## config.mk

```make
export PLATFORM = sky130hd
export DESIGN_NAME = bp_resolve_queue
export DESIGN_NICKNAME = d
export VERILOG_FILES = /design/src/rtl/bp_pkg.sv /design/src/rtl/bprq_storage.sv /design/src/rtl/bp_resolve_queue.sv
export SDC_FILE = /design/constraint.sdc
export NUM_CORES = 1
export LEC_CHECK = 0
export BUFFER_PORTS_ARGS = -buffer_cell sky130_fd_sc_hd__buf_4
export CAP_MARGIN = 20
export CORE_ASPECT_RATIO = 1.2
export CORE_MARGIN = 4
export CORE_UTILIZATION = 60
export DETAILED_ROUTE_END_ITERATION = 16
export GPL_TIMING_DRIVEN = 0
export PLACE_DENSITY = 0.8
export SLEW_MARGIN = 0
export SYNTH_ARGS = -nofsm -noshare
export SYNTH_HDL_FRONTEND = slang
export SYNTH_SLANG_ARGS = --single-unit
```

## constraint.sdc

```tcl
create_clock -name clk_i -period 19.25 [get_ports clk_i]
set_input_delay 3.85 -clock clk_i [delete_from_list [all_inputs] [get_ports clk_i]]
set_output_delay 3.85 -clock clk_i [all_outputs]
set_load 0.05 [all_outputs]
```

## src/rtl/bp_pkg.sv

```systemverilog
// Shared types for the branch-predictor resolve queue.
// domain_t normally lives in common_defines.svh; it is declared here so this slice is self-contained.
package bp_pkg;

    typedef enum logic [1:0] {
        INIT    = 2'd0,
        USER    = 2'd1,
        SUPER   = 2'd2,
        MACHINE = 2'd3
    } domain_t;

    typedef struct packed {
        logic [31:0] idx;
        logic        pred;
        logic [31:0] targ;
        domain_t     domain;
    } bprq_entry_t;

    typedef enum logic {
        RUN   = 1'b0,
        FLUSH = 1'b1
    } bprq_state_e;

    localparam int unsigned BR_INSN_BYTES = 4;

    // Sequential fetch address following a branch; wraps modulo 2^32.
    function automatic logic [31:0] bprq_fallthrough(input logic [31:0] pc);
        return pc + 32'(BR_INSN_BYTES);
    endfunction

endpackage

```

## src/rtl/bprq_storage.sv

```systemverilog
// Prediction record array: one synchronous write port, combinational head read port.
// Data is intentionally not reset; validity is tracked by the queue pointers.
module bprq_storage
    import bp_pkg::*;
#(
    parameter int unsigned DEPTH = 8,
    parameter int unsigned PTR_W = $clog2(DEPTH)
) (
    input  logic             clk_i,
    input  logic             we_i,
    input  logic [PTR_W-1:0] waddr_i,
    input  bprq_entry_t      wdata_i,
    input  logic [PTR_W-1:0] raddr_i,
    output bprq_entry_t      rdata_o
);

    bprq_entry_t r_mem [DEPTH];

    always_ff @(posedge clk_i) begin
        if (we_i) begin
            r_mem[waddr_i] <= wdata_i;
        end
    end

    assign rdata_o = r_mem[raddr_i];

endmodule

```

## src/rtl/bp_resolve_queue.sv

```systemverilog
// In-order prediction record queue producing the TAGE training stream and mispredict redirects.
// Optional BPRQ_DOMAIN_BARRIER_EN: stall allocs from a new domain until the queue drains.
module bp_resolve_queue
    import bp_pkg::*;
#(
    parameter int unsigned DEPTH = 8,
    parameter int unsigned CNT_W = 16
) (
    input  logic                       clk_i,
    input  logic                       rst_i,
    input  logic                       alloc_valid_i,
    output logic                       alloc_ready_o,
    input  logic [31:0]                alloc_idx_i,
    input  logic                       alloc_pred_i,
    input  logic [31:0]                alloc_targ_i,
    input  domain_t                    alloc_domain_i,
    input  logic                       res_valid_i,
    output logic                       res_ready_o,
    input  logic                       res_taken_i,
    input  logic [31:0]                res_targ_i,
    output logic                       upd_valid_o,
    output logic                       br_result_o,
    output logic                       correct_o,
    output logic [31:0]                idx_o,
    output domain_t                    domain_o,
    output logic                       redirect_o,
    output logic [31:0]                redirect_pc_o,
    output logic [$clog2(DEPTH+1)-1:0] count_o,
    output logic [CNT_W-1:0]           mispred_cnt_o
);

    localparam int unsigned PTR_W = $clog2(DEPTH);
    localparam int unsigned CW    = $clog2(DEPTH + 1);
    localparam logic [CW-1:0] FULL_C = CW'(DEPTH);

    bprq_state_e      r_state, w_state_nxt;
    logic [PTR_W-1:0] r_head, w_head_nxt;
    logic [PTR_W-1:0] r_tail, w_tail_nxt;
    logic [CW-1:0]    r_count, w_count_nxt;
    logic [CNT_W-1:0] r_mispred_cnt;

    logic             r_upd_valid;
    logic             r_br_result;
    logic             r_correct;
    logic [31:0]      r_idx;
    domain_t          r_domain;
    logic             r_redirect;
    logic [31:0]      r_redirect_pc;

    bprq_entry_t      w_head_entry;
    bprq_entry_t      w_alloc_entry;
    logic             w_base_ready;
    logic             w_alloc_ready;
    logic             w_res_ready;
    logic             w_alloc_fire;
    logic             w_res_fire;
    logic             w_correct;
    logic             w_mispred;
    logic             w_wr_en;

    assign w_base_ready = (r_state == RUN) && (r_count < FULL_C);
    assign w_res_ready  = (r_state == RUN) && (r_count != '0);

`ifdef BPRQ_DOMAIN_BARRIER_EN
    domain_t r_last_domain;

    always_ff @(posedge clk_i or posedge rst_i) begin
        if (rst_i) begin
            r_last_domain <= INIT;
        end else if (w_wr_en) begin
            r_last_domain <= alloc_domain_i;
        end
    end

    // An empty queue always accepts, so a new domain only waits for the old one to drain.
    assign w_alloc_ready = w_base_ready &&
                           ((r_count == '0) || (alloc_domain_i == r_last_domain));
`else
    assign w_alloc_ready = w_base_ready;
`endif

    assign w_alloc_fire = alloc_valid_i && w_alloc_ready;
    assign w_res_fire   = res_valid_i && w_res_ready;

    assign w_correct = (w_head_entry.pred == res_taken_i) &&
                       (!res_taken_i || (w_head_entry.targ == res_targ_i));
    assign w_mispred = w_res_fire && !w_correct;

    // A same-cycle alloc is younger than the mispredicted branch and must not land.
    assign w_wr_en = w_alloc_fire && !w_mispred;

    assign w_alloc_entry = '{idx: alloc_idx_i, pred: alloc_pred_i,
                             targ: alloc_targ_i, domain: alloc_domain_i};

    bprq_storage #(
        .DEPTH (DEPTH),
        .PTR_W (PTR_W)
    ) u_storage (
        .clk_i   (clk_i),
        .we_i    (w_wr_en),
        .waddr_i (r_tail),
        .wdata_i (w_alloc_entry),
        .raddr_i (r_head),
        .rdata_o (w_head_entry)
    );

    always_ff @(posedge clk_i or posedge rst_i) begin
        if (rst_i) begin
            r_state <= RUN;
            r_head  <= '0;
            r_tail  <= '0;
            r_count <= '0;
        end else begin
            r_state <= w_state_nxt;
            r_head  <= w_head_nxt;
            r_tail  <= w_tail_nxt;
            r_count <= w_count_nxt;
        end
    end

    always_comb begin
        w_state_nxt = r_state;
        w_head_nxt  = r_head;
        w_tail_nxt  = r_tail;
        w_count_nxt = r_count;
        case (r_state)
            RUN: begin
                if (w_mispred) begin
                    w_state_nxt = FLUSH;
                    w_head_nxt  = '0;
                    w_tail_nxt  = '0;
                    w_count_nxt = '0;
                end else begin
                    if (w_alloc_fire) begin
                        w_tail_nxt = r_tail + PTR_W'(1);
                    end
                    if (w_res_fire) begin
                        w_head_nxt = r_head + PTR_W'(1);
                    end
                    if (w_alloc_fire && !w_res_fire) begin
                        w_count_nxt = r_count + CW'(1);
                    end else if (!w_alloc_fire && w_res_fire) begin
                        w_count_nxt = r_count - CW'(1);
                    end
                end
            end
            FLUSH: begin
                w_state_nxt = RUN;
            end
            default: begin
                w_state_nxt = RUN;
            end
        endcase
    end

    always_ff @(posedge clk_i or posedge rst_i) begin
        if (rst_i) begin
            r_upd_valid   <= 1'b0;
            r_br_result   <= 1'b0;
            r_correct     <= 1'b0;
            r_idx         <= '0;
            r_domain      <= INIT;
            r_redirect    <= 1'b0;
            r_redirect_pc <= '0;
            r_mispred_cnt <= '0;
        end else begin
            r_upd_valid <= w_res_fire;
            r_redirect  <= w_mispred;
            if (w_res_fire) begin
                r_br_result <= res_taken_i;
                r_correct   <= w_correct;
                r_idx       <= w_head_entry.idx;
                r_domain    <= w_head_entry.domain;
            end
            if (w_mispred) begin
                r_redirect_pc <= res_taken_i ? res_targ_i
                                             : bprq_fallthrough(w_head_entry.idx);
                if (r_mispred_cnt != '1) begin
                    r_mispred_cnt <= r_mispred_cnt + CNT_W'(1);
                end
            end
        end
    end

    assign alloc_ready_o = w_alloc_ready;
    assign res_ready_o   = w_res_ready;
    assign upd_valid_o   = r_upd_valid;
    assign br_result_o   = r_br_result;
    assign correct_o     = r_correct;
    assign idx_o         = r_idx;
    assign domain_o      = r_domain;
    assign redirect_o    = r_redirect;
    assign redirect_pc_o = r_redirect_pc;
    assign count_o       = r_count;
    assign mispred_cnt_o = r_mispred_cnt;

endmodule

```

## Yosys cells after proc, flatten, opt, wreduce, memory -nomap -nowiden

Memories as Yosys holds them, arrays and structs flattened.
Index checks and enable logic that the tools add are counted.

| storage, ports and cells | value |
|---|---|
| flip-flop bits (word level) | 97 |
| bits in latches | 0 |
| RAM bits | 536 |
| bits in read-only memories | 0 |
| input port bits | 104 |
| output and inout port bits | 92 |
| word-level logic and storage cells | 59 |
| memories kept | 1 |

Memories:

| name | depth | bits a word | read ports | clocked after Yosys merged registers in | wr ports | RTL line | text |
|---|---|---|---|---|---|---|---|
| u_storage.r_mem | 8 | 67 | 1 | 0 | 1 | bprq_storage.sv:17 | `bprq_entry_t r_mem [DEPTH];` |

| cells by class | value |
|---|---|
| add/subtract/negate cells | 6 |
| $mul | 0 |
| divide/modulo/power cells | 0 |
| $lt $le $gt $ge | 1 |
| equal/unequal tests | 3 |
| shift-type cells | 0 |
| muxes and demuxes | 12 |
| bitwise gates (word level) | 1 |
| reductions and logical operators | 23 |

Operators with widths:

| cell | number |
|---|---|
| $add 32x3->32 const B | 1 |
| $eq 32x32->1 | 1 |
| $mux 32 | 1 |
| $add 16x1->16 const B | 1 |
| $ne 16x16->1 const B | 1 |
| $mux 3 | 4 |
| $mux 4 | 3 |
| $logic_and 1x1->1 | 9 |
| $reduce_and 2->1 | 4 |
| $add 3x1->3 const B | 2 |
| $logic_not 1->1 | 5 |
| $add 4x1->4 const B | 1 |
| $lt 4x4->1 const B | 1 |
| $reduce_bool 2->1 | 2 |
| $reduce_bool 4->1 | 1 |
| $sub 4x1->4 const B | 1 |
| $mux 1 | 3 |
| $reduce_bool 3->1 | 1 |
| $pmux 1 s2 | 1 |
| $eq 1x1->1 | 1 |
| $logic_or 1x1->1 | 1 |
| $not 1->1 | 1 |

## Logic depth before layout (Yosys ltp)

An unclocked memory read counts as a cell.

| logic depth | value |
|---|---|
| depth in word-level cells | 10 |
| gate-level depth with buffers | 16 |
| gate-level depth less buffers | 10 |

## Modules after synthesis

Synthesis repeated with hierarchy kept, for this count alone.

| second synthesis, totals | value |
|---|---|
| cells, all modules | 1355 |
| area, all modules | 25814.8 um^2 |

Modules (own cells, without submodules):

| module | times used | cells each | area each (um^2) | sequential area each (um^2) |
|---|---|---|---|---|
| bprq_storage | 1 | 787 | 20498.4 | 16095.4 |
| bp_resolve_queue | 1 | 568 | 5316.3 | 2427.3 |

## Worst setup path after synthesis

Ideal clock, no wire load.

| timing path | value |
|---|---|
| path kind | input to register |
| start point | input res_targ_i[25] |
| end point | memory u_storage.r_mem[5][0] (netlist bit) (enable) |
| library setup time | 529 ps |
| arrival | 9019 ps |
| required time | 18721 ps |
| slack | 9701 ps |
| stages | 7 |
| path buffers | 1 |
| path through | o21a_1 > or4b_1 > nor4_1 > nand4_1 > nand2_1 > buf_2 > nor4b_2 |

| on the way | value |
|---|---|
| word-level cells in the longest chain between the ends | 9 |

RTL lines:

| what | RTL line | text |
|---|---|---|
| start, declared | bp_resolve_queue.sv:20 | `input logic [31:0] res_targ_i,` |
| $eq 32x32->1 | bp_resolve_queue.sv:86 | `(!res_taken_i \|\| (w_head_entry.targ == res_targ_i));` |
| $logic_or 1x1->1 | bp_resolve_queue.sv:86 |  |
| $logic_and 1x1->1 | bp_resolve_queue.sv:85 | `assign w_correct = (w_head_entry.pred == res_taken_i) &&` |
| $logic_not 1->1 | bp_resolve_queue.sv:87 | `assign w_mispred = w_res_fire && !w_correct;` |
| $logic_and 1x1->1 | bp_resolve_queue.sv:87 |  |
| $logic_not 1->1 | bp_resolve_queue.sv:90 | `assign w_wr_en = w_alloc_fire && !w_mispred;` |
| $logic_and 1x1->1 | bp_resolve_queue.sv:90 |  |
| $mux 1 | bprq_storage.sv:20 | `if (we_i) begin` |
| $mux 1 (not written as such) | bprq_storage.sv:21 | `r_mem[waddr_i] <= wdata_i;` |
| end, declared | bprq_storage.sv:17 |  |

No other way between the ends.

## Final worst setup path

| timing path | value |
|---|---|
| start point | input res_targ_i[25] |
| end point | memory u_storage.r_mem[6][59] (netlist bit) (enable) |

Same word-level chain as after synthesis.

==> reports/qor.yml <==
run_status:
  status: "finished, final reports clean"
setup_path:
  slowest_delay_ps: 900
  crit_chain: "buf_4 > o21a_1 > or4b_1 > nor4_1 > nand4_1 > nand2_1 > buf_2 > nor4b_4 > buf_8 > buf_8 > buf_8 > buf_8"
  cp_num_buf_inv: 6
  worstPathRequired_ps: 19550
  cp.arrival_ps: 8030
  critPathCaptureType: "flip-flop"
  cp_slowest_cell: "nor4b_4"
  crit_path_frequent_cell: "buf_8"
  critPathLaunchType: "input pin"
  path_delay_family: "simple AND/OR/NAND/NOR gates"
  crit_fanout: 10
  crit_type: "input pin to flip-flop"
logic_synthesis:
  synth_edf_count: 536
  synth_area_leader_cell: "edfxtp_1"
  syn_area_per_cell_um2: 18.2
  yosysSeqAreaShare_pct: 71.5
  async_flop_share_pct: 15.3
  ys_ff_latch: 633
  yosys_warnings: 0
  syn_nets: 1532
  yosysMostFrequentCell: "edfxtp_1"
  synth_top_flop_cell: "edfxtp_1"
  syn_inst: 1421
  yosysTopAreaCellShare_pct: 62.1
  syn_area_um2: 25900
  synth_area_leaders: "edfxtp_1 62%, dfrtp_1 9.4%, mux4_2 8.9%"
  yosys-top-cells-count: "536 x edfxtp_1, 104 x mux2i_1, 102 x mux4_2"
  synth.distinct_cells: 70
timing:
  timing.final.crit_period_ps: 7740
  hold_ws_ps: 490
  clock_skew_ps: 26.2
  final_hold_viol_count: 0
  max_freq_mhz: 129
  setup_violations: 0
  fin_ws_ps: 11510
  finalSetupTns_ps: 0
  final-max-slew-violation-count: 0
  final.period_utilization_pct: 40.2
  slew-limit-headroom_pct: 28.3
  tightest_slew_ps: 1070
  rsz0062_at_grt: "false"
cells_and_area:
  area_growth_pct: 17.7
  layoutNonFillerInstCount: 2302
  final_core_util_pct: 71.3
  fin_area_um2: 30500
  fill_cells: 2589
  drive_gt1_share_pct: 29.7
  layout.nets: 1810
clock_network:
  cts_setup_buffers: 0
  hold_buffers: 0
  h-tree-depth: 2
  clockBufferDepth: 3
  clkSinkCount: 633
  numCtsBuffers: 57
  root_buffer: "clkbuf_16"
  clock_latency_ps: 610
  cts_resized: 0
  cts_tree: "yes"
  clk_pin_slew_ps: 60
die:
  fp.coreArea_um2: 42800
  fp.dieH_um: 236
  die-area_um2: 46600
  io_pins: 196
  die_width_um: 198
  num_rows: 83
  initial_core_util_pct: 60.5
place:
  dpl_worst_slack_ps: 11050
  dp.cells: 2192
  buffer_ports.inserted: 195
  placed_area_um2: 28600
  hpwlAfterDp_mm: 43.8
  finalWeightedCongestion: 0.842
grt:
  antenna_found_initial: 2
  grt_pass1_vias: 14900
  grt_overflow: 0
  grt_max_degree: 60
  grt_usage_pct: 27.8
  top_usage_layer: "met2"
  grtUsageMet3_pct: 5.61
  grt_pass1_wl_mm: 95.5
  groute.layer.met1.usage_pct: 38.3
  grtUsageMet2_pct: 44.2
detailed_routing:
  drt_iter0_drc: 1549
  vias_per_cell: 6.39
  routedWlPerCell_um: 28.2
  ant_nets: 0
  drt-total-wl_mm: 65.0
  dr.pass1.iters: 5
  num_vias: 14700
  post-route-drc-count: 0
power:
  leakage_nw: 10.6
  finalPower_mw: 4.59
  ir_worst_vdd_mv: 0.129
  power_density_nw_per_um2: 150
job:
  cap_violations: 0
min_path:
  min_path_type: "flip-flop to flip-flop"
-- final timing paths --
check / start / to / slack, ps / depth (start not counted)
max: res_targ_i[25] / u_storage.r_mem[6][59] / 11510 / 12
min in group asynchronous: rst_i / domain_o[0] / 3330 / 2
max reg2reg: r_head[0] / u_storage.r_mem[6][59] / 13340 / 15
max in group asynchronous: rst_i / redirect_pc_o[16] / 15200 / 3
min: idx_o[3] / idx_o[3] / 490 / 2
min reg2reg: idx_o[3] / idx_o[3] / 490 / 2
-- sequential cells by signal (all words and copies together) (netlist names) --
signal / flops
br_result_o: 1
redirect_pc_o: 32
domain_o: 2
count_o: 4
upd_valid_o: 1
r_state: 1
r_head: 3
mispred_cnt_o: 16
r_tail: 3
u_storage.r_mem: 536
idx_o: 32
correct_o: 1
redirect_o: 1
-- cells in the final DEF (no fill, tap or decap), drive strengths merged, types with 6 or more instances in the layout --
| cell type | netlist | layout |
|---|---|---|
| a21oi | 15 | 15 |
| a22o | 14 | 14 |
| a22oi | 13 | 13 |
| and2 | 9 | 9 |
| and3 | 15 | 15 |
| buf | 50 | 269 |
| bufinv | 0 | 6 |
| clkbuf | 22 | 100 |
| clkinv | 0 | 18 |
| dfrtp | 97 | 97 |
| edfxtp | 536 | 536 |
| ha | 6 | 6 |
| inv | 10 | 12 |
| mux2 | 50 | 50 |
| mux2i | 106 | 106 |
| mux4 | 102 | 102 |
| nand2 | 100 | 100 |
| nand3 | 22 | 22 |
| nand4 | 14 | 14 |
| nor2 | 20 | 20 |
| nor2b | 6 | 6 |
| nor3 | 13 | 13 |
| nor4 | 9 | 9 |
| o21ai | 71 | 71 |
| or3 | 6 | 6 |
| xnor2 | 24 | 24 |
| xor2 | 38 | 38 |
-- cell type report --
type                    count  area [um^2]  area share [%]
diodes                      2         5.00          0.0164
plain buffers              72          556            1.82
clock buffers              78         1620            5.30
clock inverters            30          309            1.01
inverters                  10         40.0           0.131
multi-input cells         706         6830            22.4
flip-flops and latches    633        18500            60.7
well taps                 552          691            2.26
repair buffers            219         1920            6.31
-- worst register-to-register path, stage by stage, from the launching register on --
cell	delay [ps]
dfrtp_1	420
buf_2	260
buf_4	260
nor2_2	630
a22oi_1	180
a21oi_1	210
o21ai_0	160
nor4_1	460
nand4_1	530
nand2_1	540
buf_2	300
nor4b_4	900
buf_8	260
buf_8	170
buf_8	170
buf_8	160
-- power breakdown --
part,switching (mW),total (mW),internal (mW)
clock,0.489,1.16,0.669
combinational,1.05,1.66,0.612
sequential,0.102,1.77,1.67
total,1.64,4.59,2.95
-- routing by layer --
| layer | wire (um) | up-vias |
|---|---|---|
| li1 | - | 6182 |
| met1 | 24500 | 7473 |
| met2 | 31500 | 888 |
| met3 | 6010 | 173 |
| met4 | 2980 | 0 |
| met5 | 0 | - |
-- cell families after synthesis --
family	synth area share, %
multiplexers	15.2
AND/OR/NAND/NOR	5.11
flip-flops	71.5
buffers and inverters	2.29
adder cells (fa/ha/maj)	0.367
AO/OA/AOI/OAI	3.46
XOR/XNOR	2.10
(Power assumes the default switching activity.)
